File: config.mk
export PLATFORM = sky130hd
export DESIGN_NAME = ddr_app_ctrl
export DESIGN_NICKNAME = d
export VERILOG_FILES = /design/src/rtl/ddr_app_pkg.sv /design/src/rtl/ddr_resp_fifo.sv /design/src/rtl/ddr_app_ctrl.sv
export SDC_FILE = /design/constraint.sdc
export NUM_CORES = 2
export LEC_CHECK = 0
export BUFFER_PORTS_ARGS = -buffer_cell sky130_fd_sc_hd__buf_2
export CORE_AREA = 5 5 448 450
export DETAILED_ROUTE_END_ITERATION = 8
export DIE_AREA = 0 0 453 455
export PLACE_DENSITY = 0.69
export RECOVER_POWER = 100
export SLEW_MARGIN = 15
export SYNTH_ARGS = -nofsm -noshare
export SYNTH_HDL_FRONTEND = slang
export SYNTH_SLANG_ARGS = --single-unit
export TNS_END_PERCENT = 30
File: constraint.sdc
create_clock -name CLK -period 38.4 [get_ports CLK]
set_clock_uncertainty 0.2 [all_clocks]
set_input_delay 3.84 -clock CLK [delete_from_list [all_inputs] [get_ports CLK]]
set_output_delay 3.84 -clock CLK [all_outputs]
set_load 0.02 [all_outputs]
File: src/rtl/ddr_app_pkg.sv
// Shared MIG command encodings and controller state type for the DDR app-port controller.
package ddr_app_pkg;

    localparam logic [2:0] CMD_WRITE = 3'b000;
    localparam logic [2:0] CMD_READ  = 3'b001;

    typedef enum logic [1:0] {
        CALIB,
        IDLE,
        READ,
        WRITE
    } state_t;

endpackage

File: src/rtl/ddr_resp_fifo.sv
// Read-response buffer: first-word fall-through, zero-latency head, never backpressures its writer.
// A write into a full FIFO is taken only if the same cycle also pops; otherwise the beat is discarded.
module ddr_resp_fifo #(
    parameter int DATA_W   = 256,
    parameter int RD_DEPTH = 8
) (
    input  logic                        clk,
    input  logic                        rst_n,
    input  logic                        wr_en,
    input  logic [DATA_W-1:0]           wr_data,
    input  logic                        rd_en,
    output logic [DATA_W-1:0]           rd_data,
    output logic                        empty,
    output logic [$clog2(RD_DEPTH):0]   count
);

    localparam int AW = $clog2(RD_DEPTH);

    logic [DATA_W-1:0] mem [RD_DEPTH];
    logic [AW:0]       wr_ptr;
    logic [AW:0]       rd_ptr;
    logic              full;
    logic              do_rd;
    logic              do_wr;

    // Extra pointer bit distinguishes full from empty; depth is a power of two.
    assign count   = wr_ptr - rd_ptr;
    assign empty   = (wr_ptr == rd_ptr);
    assign full    = count[AW];
    assign do_rd   = rd_en && !empty;
    assign do_wr   = wr_en && (!full || do_rd);
    assign rd_data = mem[rd_ptr[AW-1:0]];

    always_ff @(posedge clk) begin
        if (!rst_n) begin
            wr_ptr <= '0;
            rd_ptr <= '0;
        end else begin
            if (do_wr) wr_ptr <= wr_ptr + 1'b1;
            if (do_rd) rd_ptr <= rd_ptr + 1'b1;
        end
    end

    always_ff @(posedge clk) begin
        if (do_wr) mem[wr_ptr[AW-1:0]] <= wr_data;
    end

endmodule

File: src/rtl/ddr_app_ctrl.sv
// Single-outstanding-command bridge from a valid/ready line interface to the MIG app port.
// Reads are credited against the response buffer so returning data can never be refused.
module ddr_app_ctrl
    import ddr_app_pkg::*;
#(
    parameter int ADDR_W     = 24,
    parameter int DATA_W     = 256,
    parameter int APP_ADDR_W = 28,
    parameter int ADDR_LSB   = 3,
    parameter int RD_DEPTH   = 8
) (
    input  logic                        CLK,
    input  logic                        RST_N,
    input  logic                        req_valid,
    output logic                        req_ready,
    input  logic                        req_write,
    input  logic [ADDR_W-1:0]           req_addr,
    input  logic [DATA_W-1:0]           req_data,
    input  logic [DATA_W/8-1:0]         req_be,
    output logic                        resp_valid,
    input  logic                        resp_ready,
    output logic [DATA_W-1:0]           resp_data,
    output logic [APP_ADDR_W-1:0]       app_addr,
    output logic [2:0]                  app_cmd,
    output logic                        app_en,
    input  logic                        app_rdy,
    output logic [DATA_W-1:0]           app_wdf_data,
    output logic [DATA_W/8-1:0]         app_wdf_mask,
    output logic                        app_wdf_wren,
    output logic                        app_wdf_end,
    input  logic                        app_wdf_rdy,
    input  logic [DATA_W-1:0]           app_rd_data,
    input  logic                        app_rd_data_valid,
    input  logic                        app_rd_data_end,
    input  logic                        init_calib_complete,
    output logic                        calib_done,
    output logic [$clog2(RD_DEPTH):0]   rd_credits_used,
    output logic                        err_rd_overflow
);

    localparam int BE_W = DATA_W / 8;
    localparam int CW   = $clog2(RD_DEPTH) + 1;
    localparam logic [CW-1:0] CREDIT_MAX = CW'(RD_DEPTH);

    state_t            state;
    logic              calib_q;
    logic              hold_write;
    logic [ADDR_W-1:0] hold_addr;
    logic [DATA_W-1:0] hold_data;
    logic [BE_W-1:0]   hold_be;
    logic              accept;
    logic              rd_issue;
    logic              cmd_done;
    logic              dat_done;
    logic              deq;
    logic              credit_dec;
    logic              fifo_empty;
    logic              fifo_full;
    logic [CW-1:0]     fifo_count;
    logic              unused_rd_data_end;

    assign unused_rd_data_end = app_rd_data_end;

    assign calib_done = (state != CALIB);
    assign req_ready  = (state == IDLE) && (rd_credits_used < CREDIT_MAX);
    assign accept     = req_valid && req_ready;
    assign rd_issue   = (state == READ) && app_en && app_rdy;
    assign cmd_done   = !app_en || app_rdy;
    assign dat_done   = !app_wdf_wren || app_wdf_rdy;
    assign resp_valid = !fifo_empty;
    assign deq        = resp_valid && resp_ready;
    assign credit_dec = deq && (rd_credits_used != '0);
    assign fifo_full  = (fifo_count == CREDIT_MAX);

    always_comb begin
        app_addr = '0;
        app_addr[ADDR_LSB +: ADDR_W] = hold_addr;
    end

    assign app_cmd      = hold_write ? CMD_WRITE : CMD_READ;
    assign app_wdf_data = hold_data;
    assign app_wdf_mask = ~hold_be;
    assign app_wdf_end  = app_wdf_wren;

    // Command and write-data channels handshake independently during a write.
    always_ff @(posedge CLK) begin
        if (!RST_N) begin
            state        <= CALIB;
            calib_q      <= 1'b0;
            app_en       <= 1'b0;
            app_wdf_wren <= 1'b0;
        end else begin
            calib_q <= init_calib_complete;
            unique case (state)
                CALIB: begin
                    if (calib_q) state <= IDLE;
                end
                IDLE: begin
                    if (accept) begin
                        app_en       <= 1'b1;
                        app_wdf_wren <= req_write;
                        state        <= req_write ? WRITE : READ;
                    end
                end
                READ: begin
                    if (app_rdy) begin
                        app_en <= 1'b0;
                        state  <= IDLE;
                    end
                end
                WRITE: begin
                    if (app_rdy)     app_en       <= 1'b0;
                    if (app_wdf_rdy) app_wdf_wren <= 1'b0;
                    if (cmd_done && dat_done) state <= IDLE;
                end
                default: state <= CALIB;
            endcase
        end
    end

    always_ff @(posedge CLK) begin
        if (accept) begin
            hold_write <= req_write;
            hold_addr  <= req_addr;
            hold_data  <= req_data;
            hold_be    <= req_be;
        end
    end

    // A credit is taken when the read command is issued and returned when its data leaves.
    always_ff @(posedge CLK) begin
        if (!RST_N) begin
            rd_credits_used <= '0;
        end else if (rd_issue && !credit_dec) begin
            rd_credits_used <= rd_credits_used + 1'b1;
        end else if (!rd_issue && credit_dec) begin
            rd_credits_used <= rd_credits_used - 1'b1;
        end
    end

    always_ff @(posedge CLK) begin
        if (!RST_N) begin
            err_rd_overflow <= 1'b0;
        end else if (app_rd_data_valid && fifo_full && !deq) begin
            err_rd_overflow <= 1'b1;
        end
    end

    ddr_resp_fifo #(
        .DATA_W   (DATA_W),
        .RD_DEPTH (RD_DEPTH)
    ) u_resp_fifo (
        .clk     (CLK),
        .rst_n   (RST_N),
        .wr_en   (app_rd_data_valid),
        .wr_data (app_rd_data),
        .rd_en   (resp_ready),
        .rd_data (resp_data),
        .empty   (fifo_empty),
        .count   (fifo_count)
    );

endmodule

Word level (Yosys, flattened, before mapping) --
Memories as Yosys holds them, arrays and structs flattened. A register that Yosys moved wholly into a read port is not among the register bits. Cells that the tools add are included.
Operators by class: multiplexer cells 19, $lt $le $gt $ge 1, bitwise gates (word level) 1, equal/unequal tests 11, $add $sub $neg 5, reduce and logical (&&, ||, !) cells 32
Operators by type and width (number):
- 32-bit inverter | 1
- 4-bit by 1-bit adder with 4-bit output (second input constant) | 3
- 1-bit logical AND | 12
- 2-bit inequality test (second input constant) | 5
- 1-bit two-way mux | 8
- 2-bit two-way mux | 4
- 4-bit two-way mux | 2
- 2-bit case mux with 4 select lines | 1
- 2-bit nonzero test | 4
- 1-bit logical NOT | 7
- 3-bit two-way mux | 2
- 3-bit AND reduction | 2
- 2-bit equality test (second input constant) | 2
- 4-bit equality test | 1
- 4-bit equality test (second input constant) | 1
- 4-bit < comparator (second input constant) | 1
- 1-bit case mux with 2 select lines | 2
- 4-bit AND reduction | 1
- 4-bit nonzero test | 1
- 4-bit by 1-bit subtractor with 4-bit output (second input constant) | 1
- 4-bit subtractor | 1
- 1-bit logical OR | 3
- 2-bit by 1-bit equality test with 1-bit output (second input constant) | 1
- 2-bit logical NOT | 1
- 2 further kinds | 2
Storage, ports and cells: memories kept 1, register bits 331, word-level logic and storage cells 82, output and inout bits 586, bits in writable memories 2048, input bits 578
Memory list:
- u_resp_fifo.mem | depth 8, width 256, read ports 1, clocked after memory_dff 1, write ports 1, line ddr_resp_fifo.sv:19 | logic [DATA_W-1:0] mem [RD_DEPTH];

Logic depth before layout (Yosys ltp) --
word-level depth 7, mapped depth 12, gate-level depth less buffers 12

By module --
From an unflattened synthesis, not the netlist that was laid out.
Second synthesis, totals: cells, all modules 3453, area total of the unflattened synthesis 87735.4 um^2
By module, submodules not included:
- ddr_resp_fifo | cells an instance 3035, seq. area each 61719.2 um^2, area an instance 77579.4 um^2, instances 1
- ddr_app_ctrl | cells an instance 418, seq. area each 9599.2 um^2, area an instance 10156.0 um^2, instances 1

Worst setup path before layout --
No wires, ideal clock.
path type input -> register, start point input port resp_ready, end point memory u_resp_fifo.mem[4][0], enable pin, library setup time 1590 ps, data required time 36610 ps, arrival time 30183 ps, buffers on the path 1, slack 6428 ps, stages 4, cells stage by stage o21ai_2 -> and3_1 -> buf_2 -> nor4b_1
Between the ends: longest elaborated chain between the ends 5
RTL lines:
- start, declared | line ddr_app_ctrl.sv:21 | input logic resp_ready,
- 1-bit logical AND | line ddr_resp_fifo.sv:30 | assign do_rd = rd_en && !empty;
- 1-bit logical OR | line ddr_resp_fifo.sv:31 | assign do_wr = wr_en && (!full || do_rd);
- 1-bit logical AND | line ddr_resp_fifo.sv:31
- 1-bit two-way mux | line ddr_resp_fifo.sv:45 | if (do_wr) mem[wr_ptr[AW-1:0]] <= wr_data;
- 1-bit two-way mux (not written as such) | line ddr_resp_fifo.sv:45
- end, declared | line ddr_resp_fifo.sv:19
No other way between the ends.

==> results.tsv <==
metric	value	unit
TritonCTS clock tree	done	
Final Setup Violations	0	
Worst Tran Pin Value	9.11	ns
hold_sp	err_rd_overflow$_SDFFE_PN0P_	
worst ir drop on vdd	54.2	uV
Hold-fix buffers, CTS	0	
DRT Wirelength	246000	um
H-tree levels	4	
wire length per cell	32.0	um
RSZ-0062 raised after global routing	false	
WS Path Type	register to output port	
effective utilization at floorplan	44.7	%
clk_lat worst skew	0.87	ns
Row Count	163	
WL met3	20800	um
global-route wire length before repair	335000	um
Cell Chain, Critical Path	clkbuf_1, clkbuf_1, buf_12, clkbuf_1, mux4_2, mux2_1, buf_2	
leakage	31.6	nW
Tcrit/Tclk final	54.4	%
Hold EP	err_rd_overflow$_SDFFE_PN0P_	
top-area cell type share of the netlist area	80.9	%
# DRC	0	
minimum clock period	20.89	ns
vias in the first global route	42300	
Startpoint Class	register	
Yosys cell types	43	
Worst setup EP type	output port	
clock buffer depth	3	
area occupied by multi-input gates	15200	um^2
CTS Buf Count	231	
pre-CTS WS	28.79	ns
Hold Crit Class	register to register	
status	finished with violations	
DRT met1 WL	87200	um
setup bufs post-CTS	0	
most common cell after layout, fill and taps aside	edfxtp_1	
share of cells above drive strength 1	27.9	%
Synth Cell Area	87700	um^2
Critical R2R Capture	u_resp_fifo.mem[0][82]$_DFFE_PP_	
count of flip-flops with a built-in enable after synthesis	2361	
CP most frequent cell	clkbuf_1	
Final Hold Viols	0	
# clock sinks	2382	
clock root cell	clkbuf_16	
core area	196000	um^2
fillcell total	15500	
num ports	1164	
register area share after synthesis	81.4	%
Worst Path Required	34.36	ns
DRT iter0 DRCs	3987	
Synth Warn #	0	
Fin Setup TNS	0	ns
PortBufs	1156	
FF+latch area	71300	um^2
top routing layer in use	met5	
Layout Nets	5344	
Power Density	65.3	nW/um^2
Die X	453	um
f_max	47.9	MHz
Synth Instances	3448	
worst path arrival time	16.85	ns
R2R setup slack	24.37	ns
largest net degree at the start of global routing	126	
Reg clk slew, reported paths	0.06	ns
antenna violations before repair	204	
synthesized area per cell	25.4	um^2
flops & latches, synth	2382	
crit-path max FO	107	
TritonRoute pass-1 iters	7	
overall power	6.71	mW
post-DR vias/cell	5.50	
die area	206000	um^2
Area contributors post-synth	edfxtp_1, mux4_2, mux2_2	
Remaining Overflow, GRT	0	
FFs w/ async S/R, synth	0	%
Final WS setup	17.51	ns
DR vias	42300	
worst r2r path cells	9	
Main synth FF type	edfxtp_1	
Area Growth Syn to Fin	17.2	%
WHS	0.292	ns
slowest CP cell	clkbuf_1	
Die Y	455	um
area leader, netlist	edfxtp_1	
Final GP Congestion	0.993	
violated checks	capacitance limit, slew limit	
headroom to the max-slew limit	-507	%
highest-count cells in the layout ignoring fill and taps	edfxtp_1, clkbuf_1, mux4_2, buf_2, mux2_2	
R2R Path Start	u_resp_fifo.wr_ptr[0]$_SDFFE_PN0P_	
Hold Path Stages	1	
Max Slew Vio Count	2811	
Tot GR Track Use	23.3	%
Resize count post-CTS	0	
Max-Cap Viols	54	
met2 wire length	125000	um
Worst path max stage delay	6.42	ns
Antenna Nets Post-Route	0	
hpwl dp	166000	um
-- layout make-up --
cell class,count,share of cell area (%)
diodes,98,0.239
clock buffers,281,5.81
clock inverters,152,1.50
inverters,41,0.151
multi-input cells,876,14.8
flip-flops and latches,2382,69.4
well taps,2640,3.22
repair buffers,1225,4.89
-- critical path, delay by kind of cell (launching register included) --
kind,cells,cell delay [ns]
multiplexers,2,1.09
flip-flops,1,2.54
buffers and inverters,5,12.13
-- stage by stage --
step	instances	area, um^2	util, %
floorplan	3453	87700	-
global placement	7164	96400	49.1
detailed placement	7164	96400	49.1
CTS	7597	104000	53.0
global route	7660	103000	52.3
finish	7695	103000	52.4
-- power by group --
group / switching, mW / leakage [nW] / internal [mW] / total (mW)
sequential: 0.0604 / 21.6 / 3.14 / 3.20
combinational: 0.794 / 6.38 / 0.501 / 1.29
clock: 0.970 / 3.65 / 1.24 / 2.21
total: 1.82 / 31.6 / 4.88 / 6.71
-- logic make-up (layout without fill, tap and decap cells) --
kind of cell             count (synthesis)  after routing  synth area share [%]
other                                    1            104               0.00428
multiplexers                           775            775                  16.5
XOR/XNOR                                 7              7                0.0785
buffers and inverters                  195           1699                  1.36
flip-flops                            2382           2382                  81.4
adder cells (fa/ha/maj)                  9              9                 0.137
AO/OA/AOI/OAI                           19             19                 0.150
AND/OR/NAND/NOR                         60             60                 0.383
-- cells in the mapped netlist (5+ instances only) --
cell and n:
mux4_2 512, buf_6 53, xnor2_1 6, nand3_1 6, clkbuf_1 40, mux2_2 256
buf_4 7, inv_1 41, edfxtp_1 2361, nor2b_1 5, ha_1 8, dfxtp_1 21
buf_1 26, nand2_1 14, and2_1 8, buf_2 28, mux2i_1 7
-- worst max path at each step --
stage,start,to,slack [ns],cells past startpoint
6_report,register,resp_data[60],17.51,7
3_3_place_gp,register,resp_data[75],28.84,7
2_1_floorplan,resp_ready,u_resp_fifo.mem[4][0]$_DFFE_PP_,6.43,4
4_1_cts,register,resp_data[92],27.82,7
3_5_place_dp,register,resp_data[42],28.79,7
5_1_grt,register,resp_data[42],14.61,7
-- sequential cells by signal, indices dropped and copies added, names as in the netlist, named ones only --
name	cells
u_resp_fifo.mem	2048
app_wdf_data	256
hold_be	32
hold_addr	24
rd_credits_used	4
u_resp_fifo.rd_ptr	4
u_resp_fifo.wr_ptr	4
state	2
app_en	1
app_wdf_end	1
calib_q	1
err_rd_overflow	1
hold_write	1
-- layer usage --
metal	global-route usage (%)	vias to the layer above
li1	-	17400
met1	28.0	22200
met2	38.8	1991
met3	6.70	631
met4	11.9	62
met5	0	-
Note: power is estimated with default switching activity, not from simulation.
